[config.mk]
export PLATFORM = sky130hd
export DESIGN_NAME = usb_data_buffer
export DESIGN_NICKNAME = d
export VERILOG_FILES = /design/src/rtl/usb_data_buffer.sv
export SDC_FILE = /design/constraint.sdc
export NUM_CORES = 1
export LEC_CHECK = 0
export CAP_MARGIN = 20
export CORE_AREA = 5 5 195 197
export DETAILED_ROUTE_END_ITERATION = 10
export DIE_AREA = 0 0 200 202
export PLACE_DENSITY = 0.87
export SYNTH_ARGS = -nofsm -noshare
export SYNTH_HDL_FRONTEND = slang
export SYNTH_SLANG_ARGS = --single-unit
[constraint.sdc]
create_clock -name clk -period 5 [get_ports clk]
set_input_delay 1 -clock clk [delete_from_list [all_inputs] [get_ports clk]]
set_output_delay 1 -clock clk [all_outputs]
set_load 0.02 [all_outputs]
[src/rtl/usb_data_buffer.sv]
// Shared 64-entry packet FIFO between the AHB-lite slave and the USB TX/RX engines.
// Optional sticky overflow/underflow flags are enabled with DATA_BUFFER_ERR_FLAGS_EN.
module usb_data_buffer #(
  parameter int DEPTH  = 64,
  parameter int ADDR_W = 6,
  parameter int OCC_W  = 7
) (
  input  logic             clk,
  input  logic             n_rst,
  input  logic             clear,
  input  logic             flush,
  input  logic             store_tx_data,
  input  logic [7:0]       tx_data,
  input  logic             get_rx_data,
  output logic [7:0]       rx_data,
  input  logic             store_rx_packet_data,
  input  logic [7:0]       rx_packet_data,
  input  logic             get_tx_packet_data,
  output logic [7:0]       tx_packet_data,
  output logic [OCC_W-1:0] buffer_occupancy
`ifdef DATA_BUFFER_ERR_FLAGS_EN
  ,
  output logic             overflow_err,
  output logic             underflow_err
`endif
);

  localparam logic [OCC_W-1:0]  FULL_OCC = OCC_W'(DEPTH);
  localparam logic [OCC_W-1:0]  OCC_ONE  = OCC_W'(1);
  localparam logic [ADDR_W-1:0] PTR_ONE  = ADDR_W'(1);

  logic [7:0]        mem [DEPTH];
  logic [ADDR_W-1:0] wptr;
  logic [ADDR_W-1:0] rptr;
  logic [OCC_W-1:0]  occ;

  logic              flush_all;
  logic              push_req;
  logic              pop_req;
  logic              full;
  logic              empty;
  logic              do_push;
  logic              do_pop;
  logic [7:0]        push_byte;
  logic [7:0]        head;

  assign flush_all = clear | flush;
  assign push_req  = store_rx_packet_data | store_tx_data;
  assign pop_req   = get_rx_data | get_tx_packet_data;
  assign full      = (occ == FULL_OCC);
  assign empty     = (occ == '0);

  // The USB receiver wins a write collision; the AHB byte is dropped.
  assign push_byte = store_rx_packet_data ? rx_packet_data : tx_data;

  assign do_push = push_req & ~full & ~flush_all;
  assign do_pop  = pop_req & ~empty & ~flush_all;

  assign head             = empty ? 8'h00 : mem[rptr];
  assign rx_data          = head;
  assign tx_packet_data   = head;
  assign buffer_occupancy = occ;

  always_ff @(posedge clk) begin
    if (do_push) begin
      mem[wptr] <= push_byte;
    end
  end

  // A separate occupancy counter keeps full (DEPTH) distinct from empty (0).
  always_ff @(posedge clk or negedge n_rst) begin
    if (!n_rst) begin
      wptr <= '0;
      rptr <= '0;
      occ  <= '0;
    end else if (flush_all) begin
      wptr <= '0;
      rptr <= '0;
      occ  <= '0;
    end else begin
      if (do_push) begin
        wptr <= wptr + PTR_ONE;
      end
      if (do_pop) begin
        rptr <= rptr + PTR_ONE;
      end
      if (do_push && !do_pop) begin
        occ <= occ + OCC_ONE;
      end else if (do_pop && !do_push) begin
        occ <= occ - OCC_ONE;
      end
    end
  end

`ifdef DATA_BUFFER_ERR_FLAGS_EN
  // Sticky flags; a flush in the same cycle as a rejected access wins.
  always_ff @(posedge clk or negedge n_rst) begin
    if (!n_rst) begin
      overflow_err  <= 1'b0;
      underflow_err <= 1'b0;
    end else if (flush_all) begin
      overflow_err  <= 1'b0;
      underflow_err <= 1'b0;
    end else begin
      if (push_req && full) begin
        overflow_err <= 1'b1;
      end
      if (pop_req && empty) begin
        underflow_err <= 1'b1;
      end
    end
  end
`endif

endmodule

Yosys cells after proc, flatten, opt, wreduce, memory -nomap -nowiden. Memories as Yosys holds them, arrays and structs flattened. Index checks and enable logic that the tools add are counted.

RAM bits: 512. Word-level logic and storage cells: 38. Memories kept: 1. Flip-flop bits (word level): 19. Input port bits: 24.

Equal/unequal tests: 1. Muxes and demuxes: 11. Reductions and logical operators: 8. $add $sub $neg: 4. Bitwise logic cells: 10.

Memories: mem (words 64, width 8, read ports 1, clocked after memory_dff 0, write ports 1, RTL line 32) `logic [7:0] mem [DEPTH];`.

Operators by type and width (number): 6-bit two-way mux (4); 7-bit two-way mux (3); 8-bit two-way mux (2); 6-bit by 1-bit adder with 6-bit output, second input constant (2); 7-bit by 1-bit adder with 7-bit output, second input constant (1); 7-bit equality test, second input constant (1); 7-bit zero test (1); 7-bit by 1-bit subtractor with 7-bit output, second input constant (1); 1-bit AND (4); 2-bit nonzero test (2); 1-bit NOT (3); 1-bit bitwise OR (3); 3-bit nonzero test (1); 1-bit logical AND (2); 1-bit zero test (2); 1-bit two-way mux (2).

Logic depth before layout (Yosys ltp). Gate-level depths: netlist (run 1).

Depth after elaboration: 9. Depth in mapped cells: 13. Depth with buffers taken out: 11.

Worst setup path after synthesis (run 1). No wires, ideal clock.

Path type: input to register. From: input port store_rx_packet_data. To: register occ[6] (netlist: buffer_occupancy[6]). Setup slack: 1.342 ns. Setup time: 0.135 ns. Cell stages on the path: 12. Required time: 4.865 ns. Data arrival time: 3.522 ns. Path through: buf_2 > nor2_1 > a31o_2 > buf_2 > or3_2 > ha_1 > nor2b_1 > o31a_1 > o21ai_0 > and4_2 > o21ai_0 > nor3b_1.

Longest elaborated chain between the ends: 6. Elaborated cells on any way between the ends: 9. Classes of those cells: mux: 2; bitwise: 3; reduce/logical: 4.

RTL lines: start: declaration (RTL line 16) `input logic store_rx_packet_data,`; 1-bit bitwise OR (*) (RTL line 48) `assign push_req = store_rx_packet_data | store_tx_data;`; 1-bit AND (*) (2 in series) (RTL line 56) `assign do_push = push_req & ~full & ~flush_all;`; 1-bit logical AND / 1-bit zero test (equally long branches) (RTL line 87, 89); 7-bit two-way mux / 1-bit logical AND (equally long branches) (RTL line 87, 89); 7-bit two-way mux / 3-bit nonzero test (equally long branches); end signal: assignment (RTL line 88) `occ <= occ + OCC_ONE;`; end signal: assignment (RTL line 90) `occ <= occ - OCC_ONE;`; end: declaration (RTL line 35) `logic [OCC_W-1:0] occ;`.

Every way passes the cells marked *; elsewhere a longest branch is shown, timed or not. A chain may end at the register's enable or synchronous reset.

Final worst setup path (run 1).
From: register rptr[1]. To: output port tx_packet_data[5].

Longest elaborated chain between the ends: 2.

RTL lines: start: declaration (RTL line 34) `logic [ADDR_W-1:0] rptr;`; start signal: assignment (RTL line 85) `rptr <= rptr + PTR_ONE;`; memory 64 x 8 bit; 8-bit two-way mux (RTL line 59) `assign head = empty ? 8'h00 : mem[rptr];`; end: declaration (RTL line 19) `output logic [7:0] tx_packet_data,`.

Every way passes these cells.

==> run metrics, run 1 <==
GRT Total Usage=25.73%; Placed Area=roughly 0.022 mm^2; final setup fails=0; mapped cell area=0.02137 mm^2; setup ws final=0.02664 ns; design area=0.02388 mm^2; CTS Root Cell=clkbuf_16; TritonCTS clock tree=yes; Netlist cell types=52; 1st-iter DRT viols=2,007; Fillers=2,126; setup slack at placement=0.6639 ns; # DRC=0; sequential area share after synthesis=74.19%; Final Cycle Share=99.47%; Final ANT Viol Nets=0; status=completed; crit start category=flip-flop; Worst Path Required=roughly 4.0 ns; Post-synth EDFFs=512; Int Power=between 0.007 and 0.008 W; largest net degree at the start of global routing=65; Syn Nets=1,107; Worst-path clk slew=0.06 ns; ys async rst share=3.578%; Max Slew Vio Count=0; Worst Skew=roughly 0.022 ns; Die Width=200 um; CTS hold repair buffers=0; Yosys warning total=0; gr ovfl total=0; max-cap violation count=0; post-synthesis cell count=~1,100; type of the worst setup path=flip-flop to output pin; Synth Area per Inst=~20 um^2; Die Height=202 um; initial antenna violation count=0; Final Util=66.19%; static leakage=7.281 nW; DPL Wire Length=29.05 mm; area of the die=slightly above 0.04 mm^2; clk buf depth=3; GPL Wtd Cong=0.8848; Max H-tree Level=2; ANT cells=0; worst-margin pin slew=about 1.1 ns; Cell Pwr Density=between 400 and 500 mW/mm^2; worst skew pair latency=0.58 ns; Max VDD drop=336.6 uV; Data arrival, critical path=between 3 and 4 ns; Fin Setup TNS=0 ns; RSZ-0062 raised after global routing=no; Clock Power Share=31.9%; Sequential Power Share=45.6%; WL/cell=32.15 um; Hold Crit Class=flip-flop to flip-flop; flops & latches, synth=531; number of global-route vias before repair=11,701; via count=11,566; first-pass GRT wire length=between 70 and 80 mm; Row Count=70; Sw Pwr=a little over 0.003 W; Post-Route WL=52.59 mm; Layout Nets=1,167; Initial Util=59.21%; endpoints failing hold=0; Post-synth top flop=edfxtp_1; CP Capture Type=output pin; CORE AREA=0.03608 mm^2; layout cell share with drive strength beyond 1=a little over a fifth; switching fraction of total power=roughly 28%; TritonCTS Buffers=49; Min Clock Period, post-route=4.973 ns; # port buffers=46; I/O Pins=47; total power draw=0.01104 W; Sink Count=between 500 and 600; Via density=7.070; area grow syn2layout=11.78%; Max Fanout on Critical Path=46; logic gate share of total power=22.5%; FMAX=between 200 and 250 MHz; Rel. slew slack=25.79%; DRT Pass-1 Iters=6
[power groups by stage]
| stage | clock, W | combinational, W | sequential [W] |
|---|---|---|---|
| 2_1_floorplan | 0 | 0.00169 | 0.00510 |
| 3_3_place_gp | 0 | 0.00226 | 0.00514 |
| 3_5_place_dp | 0 | 0.00232 | 0.00514 |
| 4_1_cts | 0.00350 | 0.00237 | 0.00505 |
| 5_1_grt | 0.00374 | 0.00261 | 0.00504 |
| 6_report | 0.00352 | 0.00248 | 0.00504 |
[through the flow]
step,instances,hold WS [ns]
2_1_floorplan,1074,0.5663
3_3_place_gp,1536,0.6060
3_5_place_dp,1536,0.6087
4_1_cts,1621,0.6266
5_1_grt,1636,0.6594
6_report,1636,0.6284
[registers in the layout (all words and copies together), names as in the netlist]
register          flops
buffer_occupancy      7
mem                 512
rptr                  6
wptr                  6
[final timing paths]
kind	from	endpoint	slack, ns	cells past startpoint
setup / recovery	rptr[1]$_DFFE_PN0P_	tx_packet_data[5]	0.03	7
hold / removal	buffer_occupancy[3]$_DFFE_PN0P_	buffer_occupancy[3]$_DFFE_PN0P_	0.63	2
setup reg to reg	buffer_occupancy[2]$_DFFE_PN0P_	buffer_occupancy[6]$_DFFE_PN0P_	1.57	10
hold reg to reg	buffer_occupancy[3]$_DFFE_PN0P_	buffer_occupancy[3]$_DFFE_PN0P_	0.63	2
max in group asynchronous	n_rst	rptr[0]$_DFFE_PN0P_	3.38	1
min in group asynchronous	n_rst	wptr[5]$_DFFE_PN0P_	0.94	1
[cells in the mapped netlist, types with 10 or more instances]
library cell / count / area, um^2
edfxtp_1: 512 / 15370
mux4_2: 129 / 2905
nor2_1: 89 / 334.1
clkbuf_1: 35 / 131.4
mux2i_1: 29 / 290.3
nand2_1: 22 / 82.58
a21oi_1: 19 / 95.09
dfrtp_1: 19 / 475.5
buf_4: 16 / 120.1
a211oi_1: 14 / 105.1
buf_2: 14 / 70.07
o21ai_0: 14 / 70.07
a22oi_1: 12 / 90.09
nor2b_1: 11 / 68.82
or3_1: 10 / 62.56
[placed cells by master, fill, tap and decap left out, types with 5 or more instances in the layout]
| master | netlist | routed |
|---|---|---|
| clkdlybuf4s50_1 | 0 | 46 |
| nor3_1 | 7 | 7 |
| nor2_1 | 89 | 89 |
| mux4_2 | 129 | 129 |
| clkbuf_16 | 0 | 50 |
| clkbuf_1 | 35 | 14 |
| a22oi_1 | 12 | 12 |
| a221oi_1 | 8 | 8 |
| ha_1 | 8 | 8 |
| or3_1 | 10 | 10 |
| nand3b_1 | 6 | 6 |
| buf_4 | 16 | 31 |
| o21ai_0 | 14 | 14 |
| nor2b_1 | 11 | 11 |
| a211oi_1 | 14 | 14 |
| nand2_1 | 22 | 22 |
| nand3_1 | 8 | 8 |
| clkinv_1 | 0 | 11 |
| xor2_1 | 5 | 5 |
| mux2i_1 | 29 | 29 |
| edfxtp_1 | 512 | 512 |
| buf_12 | 0 | 10 |
| nor3b_1 | 8 | 8 |
| a21oi_1 | 19 | 19 |
| clkinv_2 | 0 | 6 |
| inv_1 | 5 | 5 |
| dfrtp_1 | 19 | 16 |
| mux2_2 | 8 | 8 |
[cell type report]
class | instances | area [um^2] | share of cell area, %
Tap cell | 468 | 585.6 | 2.452
Timing Repair Buffer | 87 | 893.4 | 3.741
Clock inverter | 21 | 146.4 | 0.6129
Multi-Input combinational cell | 459 | 5067 | 21.22
Sequential cell | 531 | 15860 | 66.41
Inverter | 6 | 25.02 | 0.1048
Clock buffer | 64 | 1304 | 5.459
[logic make-up (layout without fill, tap and decap cells)]
group	Yosys count	in the layout	synth area share (%)
AOI/OAI and AO/OA	94	94	3.127
xor gates and xnor gates	10	10	0.4978
adders and majority gates	9	9	0.5622
DFF	531	531	74.19
and+or+nand+nor	180	180	4.117
muxes	166	166	15.38
buffers and inverters	84	178	2.132
[worst max-delay path, stage by stage (launching register included)]
cell and delay, ns:
dfrtp_4 0.92, buf_4 0.36, mux4_2 0.23, nor3b_1 0.07, a2111oi_0 0.62, a21oi_1 0.18, o22ai_1 0.29, clkdlybuf4s50_1 0.71
[timing repair]
item | CTS | global route
endpoints found under the setup margin | 0 | 4
resized for setup | 0 | 1
setup buffers | 0 | 10
[metal layers]
| layer | wire length [um] | global-route usage (%) |
|---|---|---|
| met2 | 24690 | 39.20 |
| met3 | 6626 | 5.568 |
| met5 | 0 | 0 |
| met4 | 3367 | 12.32 |
| met1 | 17900 | 36.09 |
No activity file was read; power rests on OpenSTA's default activity.
==> inputs of run 2 (changes only) <==
--- a/config.mk
+++ b/config.mk
@@ -9,7 +9,9 @@
 export CORE_AREA = 5 5 195 197
 export DETAILED_ROUTE_END_ITERATION = 10
 export DIE_AREA = 0 0 200 202
-export PLACE_DENSITY = 0.87
+export DONT_BUFFER_PORTS = 1
+export PLACE_DENSITY = 0.85
+export SLEW_MARGIN = 5
 export SYNTH_ARGS = -nofsm -noshare
 export SYNTH_HDL_FRONTEND = slang
 export SYNTH_SLANG_ARGS = --single-unit
==> run 2 against run 1 <==
Against the previous run: die area unchanged; via count down 6.2%; worst setup slack better by 0.35 ns; power down 3.8%; clock-buffer cell count up 1; design area down 2.6%; combinational power down 18%; sequential power up 1%; clock power about the same; non-clock buffer count down 64; critical path depth unchanged.
==> run metrics, run 2 (same netlist as run 1, synthesis figures left out) <==
worst skew pair latency=0.57 ns (about the same); max FFs per register=512 (unchanged); Cells after DPL=1,485 (-3.3%); clk buf depth=3 (unchanged); CTS resizes=0 (unchanged); I/O Pins=47 (unchanged); endpoints failing hold=0 (unchanged); worst-margin pin slew=1.083 ns (-0.02642 ns); Worst-path clk slew=0.06 ns (about the same); number of global-route vias before repair=11,058 (-5.5%); area grow syn2layout=8.884%; 1st-iter DRT viols=1,534 (-24%); CORE AREA=0.03608 mm^2 (unchanged); Layout Nets=1,101 (-5.7%); Post-Route WL=47.81 mm (-9.1%); postcts setup bufs=0 (unchanged); Worst Path Required=4.00 ns (about the same); ordered cell list for the critical path=buf_12 -> mux4_2 -> nor3b_1 -> a211oi_1 -> a21oi_1 -> o22ai_1 -> buf_4; GRT Total Usage=24.07% (-1.7 points); layout cell share with drive strength beyond 1=21.56% (-0.10 points); Rel. slew slack=27.83% (+2.0 points); initial antenna violation count=0 (unchanged); total power draw=0.01062 W (-3.8%); # port buffers=0 (-100%); FMAX=216.3 MHz (+7.6%); slowest CP cell=dfrtp_4; Row Count=70 (unchanged); via count=10,849 (-6.2%); CTS hold repair buffers=0 (unchanged); Final ANT Viol Nets=0 (unchanged); ANT cells=0 (unchanged); slowest stage delay, CP=1.10 ns (+0.18 ns); TritonCTS Buffers=47 (-4.1%); Top reg by flops=mem; DRT Pass-1 Iters=5 (-1); type of the worst setup path=flip-flop to output pin; gr ovfl total=0 (unchanged); Initial Util=59.21% (unchanged); commonest non-fill, non-tap cell in the layout=edfxtp_1; Via density=6.901 (-2.4%); Data arrival, critical path=3.62 ns (-0.35 ns); Cell Pwr Density=456.5 mW/mm^2 (-1.3%); Die Height=202 um (unchanged); first-pass GRT wire length=71.93 mm (-6.1%); Min Clock Period, post-route=4.624 ns (-0.3498 ns); WL/cell=30.41 um (-5.4%); Sink Count=531 (unchanged); GPL Wtd Cong=0.8535 (-3.5%); Final Cycle Share=92.47% (-7.0 points); Placed Area=0.02175 mm^2 (-2.3%); Max Slew Vio Count=0 (unchanged); max-cap violation count=0 (unchanged); Worst Skew=0.01941 ns (-0.002496 ns); highest-count cells in the layout ignoring fill and taps=512 x edfxtp_1, 129 x mux4_2, 89 x nor2_1; Max Fanout on Critical Path=64 (+39%); area of the die=0.04040 mm^2 (unchanged); Hold Crit Class=primary input to asynchronous set/reset pin; final cell count without fillers=1,572 (-3.9%); TritonCTS clock tree=yes; # DRC=0 (unchanged); CTS Root Cell=clkbuf_16; static leakage=7.006 nW (-3.8%); status=completed; final setup fails=0 (unchanged); Fin Setup TNS=0 ns (unchanged); crit start category=flip-flop; design area=0.02326 mm^2 (-2.6%); Die Width=200 um (unchanged); Max H-tree Level=2 (unchanged); RSZ-0062 raised after global routing=no; CP Capture Type=output pin; Fillers=2,242 (+5.5%); largest net degree at the start of global routing=68 (+4.6%); hold_ws=0.1361 ns (-0.4922 ns); Max VDD drop=546.7 uV (+62%); DPL Wire Length=27.62 mm (-4.9%)
==> run 2: cell count changes in the layout (fill, tap and decap cells not counted), sizes merged <==
cell	delta
clkinvlp	+1
clkdlybuf4s50	-46
bufinv	+2
clkbuf	+1
clkinv	-4
buf	-18
==> run 2: final timing paths <==
| path | startpoint | endpoint | slack (ns) | cells past startpoint |
|---|---|---|---|---|
| setup / recovery | rptr[2]$_DFFE_PN0P_ | tx_packet_data[7] | 0.38 | 7 |
| hold / removal | n_rst | buffer_occupancy[4]$_DFFE_PN0P_ | 0.14 | 0 |
| setup reg to reg | buffer_occupancy[2]$_DFFE_PN0P_ | buffer_occupancy[6]$_DFFE_PN0P_ | 1.47 | 10 |
| hold reg to reg | rptr[4]$_DFFE_PN0P_ | rptr[4]$_DFFE_PN0P_ | 0.62 | 2 |
| max in group asynchronous | n_rst | rptr[1]$_DFFE_PN0P_ | 4.78 | 0 |
| min in group clk | rptr[4]$_DFFE_PN0P_ | rptr[4]$_DFFE_PN0P_ | 0.62 | 2 |
==> run 2: worst max-delay path, delay by kind of cell, from the launching register on <==
family                 cells  cell delay (ns)
AO/OA/AOI/OAI              3             1.08
buffers and inverters      2             0.54
multiplexers               1             0.24
AND/OR/NAND/NOR            1             0.05
flip-flops                 1             1.10
==> run 2: layout make-up <==
| class | count | area, um^2 | share of cell area, % |
|---|---|---|---|
| Clock buffer | 65 | 1295 | 5.567 |
| Timing Repair Buffer | 23 | 247.7 | 1.065 |
| Tap cell | 468 | 585.6 | 2.517 |
| Inverter | 6 | 25.02 | 0.1076 |
| Multi-Input combinational cell | 459 | 5066 | 21.78 |
| Sequential cell | 531 | 15860 | 68.18 |
| Clock inverter | 20 | 182.7 | 0.7852 |
==> run 2: per-layer routing <==
layer / part of all wire, % / GRT usage [%] / vias up
li1: - / - / 4372
met4: 4.3 / 8.758 / 0
met3: 11 / 5.168 / 138
met2: 50 / 38.65 / 812
met1: 35 / 33.17 / 5527
met5: 0 / 0 / -
==> run 2: power by group <==
group          switching, W  leakage, nW  total, W  internal, W
registers          0.000139         4.86   0.00509      0.00495
logic               0.00116         1.43   0.00204     0.000876
clock network       0.00153        0.720   0.00349      0.00197
==> run 2: metrics by stage <==
stage	setup WS (ns)	util, %
after floorplan	1.342	-
after global placement	1.040	60.26
after detailed placement	1.067	60.26
after CTS	0.4424	64.36
after global routing	0.3160	64.47
final	0.3764	64.47
==> inputs of run 3 (changes only) <==
==> constraint.sdc (replaced) <==
create_clock -name clk -period 5 [get_ports clk]
set_input_delay 1 -clock clk [delete_from_list [all_inputs] [get_ports clk]]
set_output_delay 1 -clock clk [all_outputs]
set_load 0.1 [all_outputs]
==> run 3 against run 2 <==
Against the previous run: combinational power rose by 50%; global-route usage about the same; sequential share of layout area is 0.61 points lower; design area up 0.91%.
==> run metrics, run 3 (same netlist as run 1, synthesis figures left out) <==
area grow syn2layout=9.873%; Data arrival, critical path=3.91 ns (+0.29 ns); postcts setup bufs=0 (unchanged); number of global-route vias before repair=11,174 (+1.0%); Layout Nets=1,114 (+1.2%); Min Clock Period, post-route=4.915 ns (+0.2913 ns); clk buf depth=3 (unchanged); Fin Setup TNS=0 ns (unchanged); Hold Crit Class=primary input to asynchronous set/reset pin; Max Fanout on Critical Path=51 (-20%); via count=10,836 (-0.12%); GPL Wtd Cong=0.8764 (+2.7%); Row Count=70 (unchanged); DPL Wire Length=27.30 mm (-1.2%); Die Width=200 um (unchanged); Worst Path Required=4.00 ns (about the same); Max Slew Vio Count=0 (unchanged); 1st-iter DRT viols=1,443 (-5.9%); max FFs per register=512 (unchanged); Cell Pwr Density=499.5 mW/mm^2 (+9.4%); worst skew pair latency=0.56 ns (about the same); max-cap violation count=0 (unchanged); Rel. slew slack=28.70% (+0.87 points); TritonCTS clock tree=yes; static leakage=7.090 nW (+1.2%); WL/cell=30.30 um (-0.37%); TritonCTS Buffers=48 (+2.1%); DRT Pass-1 Iters=8 (+3); Top reg by flops=mem; initial antenna violation count=0 (unchanged); final cell count without fillers=1,587 (+0.95%); layout cell share with drive strength beyond 1=24.04% (+2.5 points); Post-Route WL=48.09 mm (+0.59%); type of the worst setup path=flip-flop to output pin; CORE AREA=0.03608 mm^2 (unchanged); largest net degree at the start of global routing=65 (-4.4%); first-pass GRT wire length=71.88 mm (about the same); worst-margin pin slew=1.066 ns (-0.01693 ns); CTS resizes=0 (unchanged); crit start category=flip-flop; Sink Count=531 (unchanged); endpoints failing hold=0 (unchanged); Final ANT Viol Nets=0 (unchanged); area of the die=0.04040 mm^2 (unchanged); gr ovfl total=0 (unchanged); final setup fails=0 (unchanged); CTS hold repair buffers=0 (unchanged); Worst Skew=0.01749 ns (-0.001915 ns); Final Cycle Share=98.30% (+5.8 points); status=completed; Initial Util=59.21% (unchanged); RSZ-0062 raised after global routing=no; Cells after DPL=1,498 (+0.88%); Via density=6.828 (-1.1%); # port buffers=0 (unchanged); Die Height=202 um (unchanged); FMAX=203.5 MHz (-5.9%); CTS Root Cell=clkbuf_16; commonest non-fill, non-tap cell in the layout=edfxtp_1; # DRC=0 (unchanged); GRT Total Usage=24.08% (about the same); CP Capture Type=output pin; I/O Pins=47 (unchanged); Max H-tree Level=2 (unchanged); ANT cells=0 (unchanged); Worst-path clk slew=0.07 ns (about the same); Max VDD drop=617.4 uV (+13%); highest-count cells in the layout ignoring fill and taps=512 x edfxtp_1, 129 x mux4_2, 89 x nor2_1
[run 3: worst max-delay path, cell delays in order (launching register included)]
cell and delay, ns:
dfrtp_4 1.00, buf_12 0.36, mux4_2 0.25, nor3_1 0.07, a2111oi_0 0.65, a21oi_1 0.21, o22ai_4 0.23, buf_4 0.51
[run 3: area by class of cell]
cell class | instances | area [um^2]
clock buffer | 60 | 1318
sequential | 531 | 15860
tap | 468 | 585.6
inverter | 6 | 25.02
clock inverter | 28 | 231.5
timing repair buffer | 35 | 332.8
multi-input combinational | 459 | 5121
fill | 2216 | 12610
[run 3: worst paths after layout]
path / from / to / slack [ns] / depth (start not counted)
min reg2reg: rptr[5]$_DFFE_PN0P_ / rptr[5]$_DFFE_PN0P_ / 0.67 / 2
min: n_rst / buffer_occupancy[3]$_DFFE_PN0P_ / 0.14 / 0
max reg2reg: buffer_occupancy[0]$_DFFE_PN0P_ / buffer_occupancy[6]$_DFFE_PN0P_ / 1.02 / 10
min in group clk: rptr[5]$_DFFE_PN0P_ / rptr[5]$_DFFE_PN0P_ / 0.67 / 2
max in group asynchronous: n_rst / rptr[2]$_DFFE_PN0P_ / 4.77 / 0
max: rptr[1]$_DFFE_PN0P_ / tx_packet_data[4] / 0.09 / 7
[run 3: per-stage QoR]
stage                     total power, W  worst slack, ns  hold slack, ns  cell area [um^2]  util, %
after floorplan                 0.007613           0.3736          0.5663             21370        -
after global placement          0.008121           0.9421          0.6115             21890    60.67
after detailed placement        0.008159           0.9126          0.6373             21900    60.69
after CTS                        0.01172           0.2682          0.1241             23450    64.98
after global routing             0.01208          0.03195          0.1160             23480    65.06
final                            0.01173          0.08513          0.1363             23480    65.06
[run 3: report_power, final]
part / internal, W / switching, W / total [W]
clock network: 0.00203 / 0.00158 / 0.00361
logic: 0.000975 / 0.00207 / 0.00305
registers: 0.00495 / 0.000117 / 0.00506
total: 0.00795 / 0.00377 / 0.0117
[run 3: per-layer routing]
layer	vias to the layer above	share of wire, %	track usage [%]
met5	-	0	0
met4	0	4.9	9.098
met3	158	10	4.784
met2	774	50	38.74
met1	5506	35	33.21
li1	4398	-	-
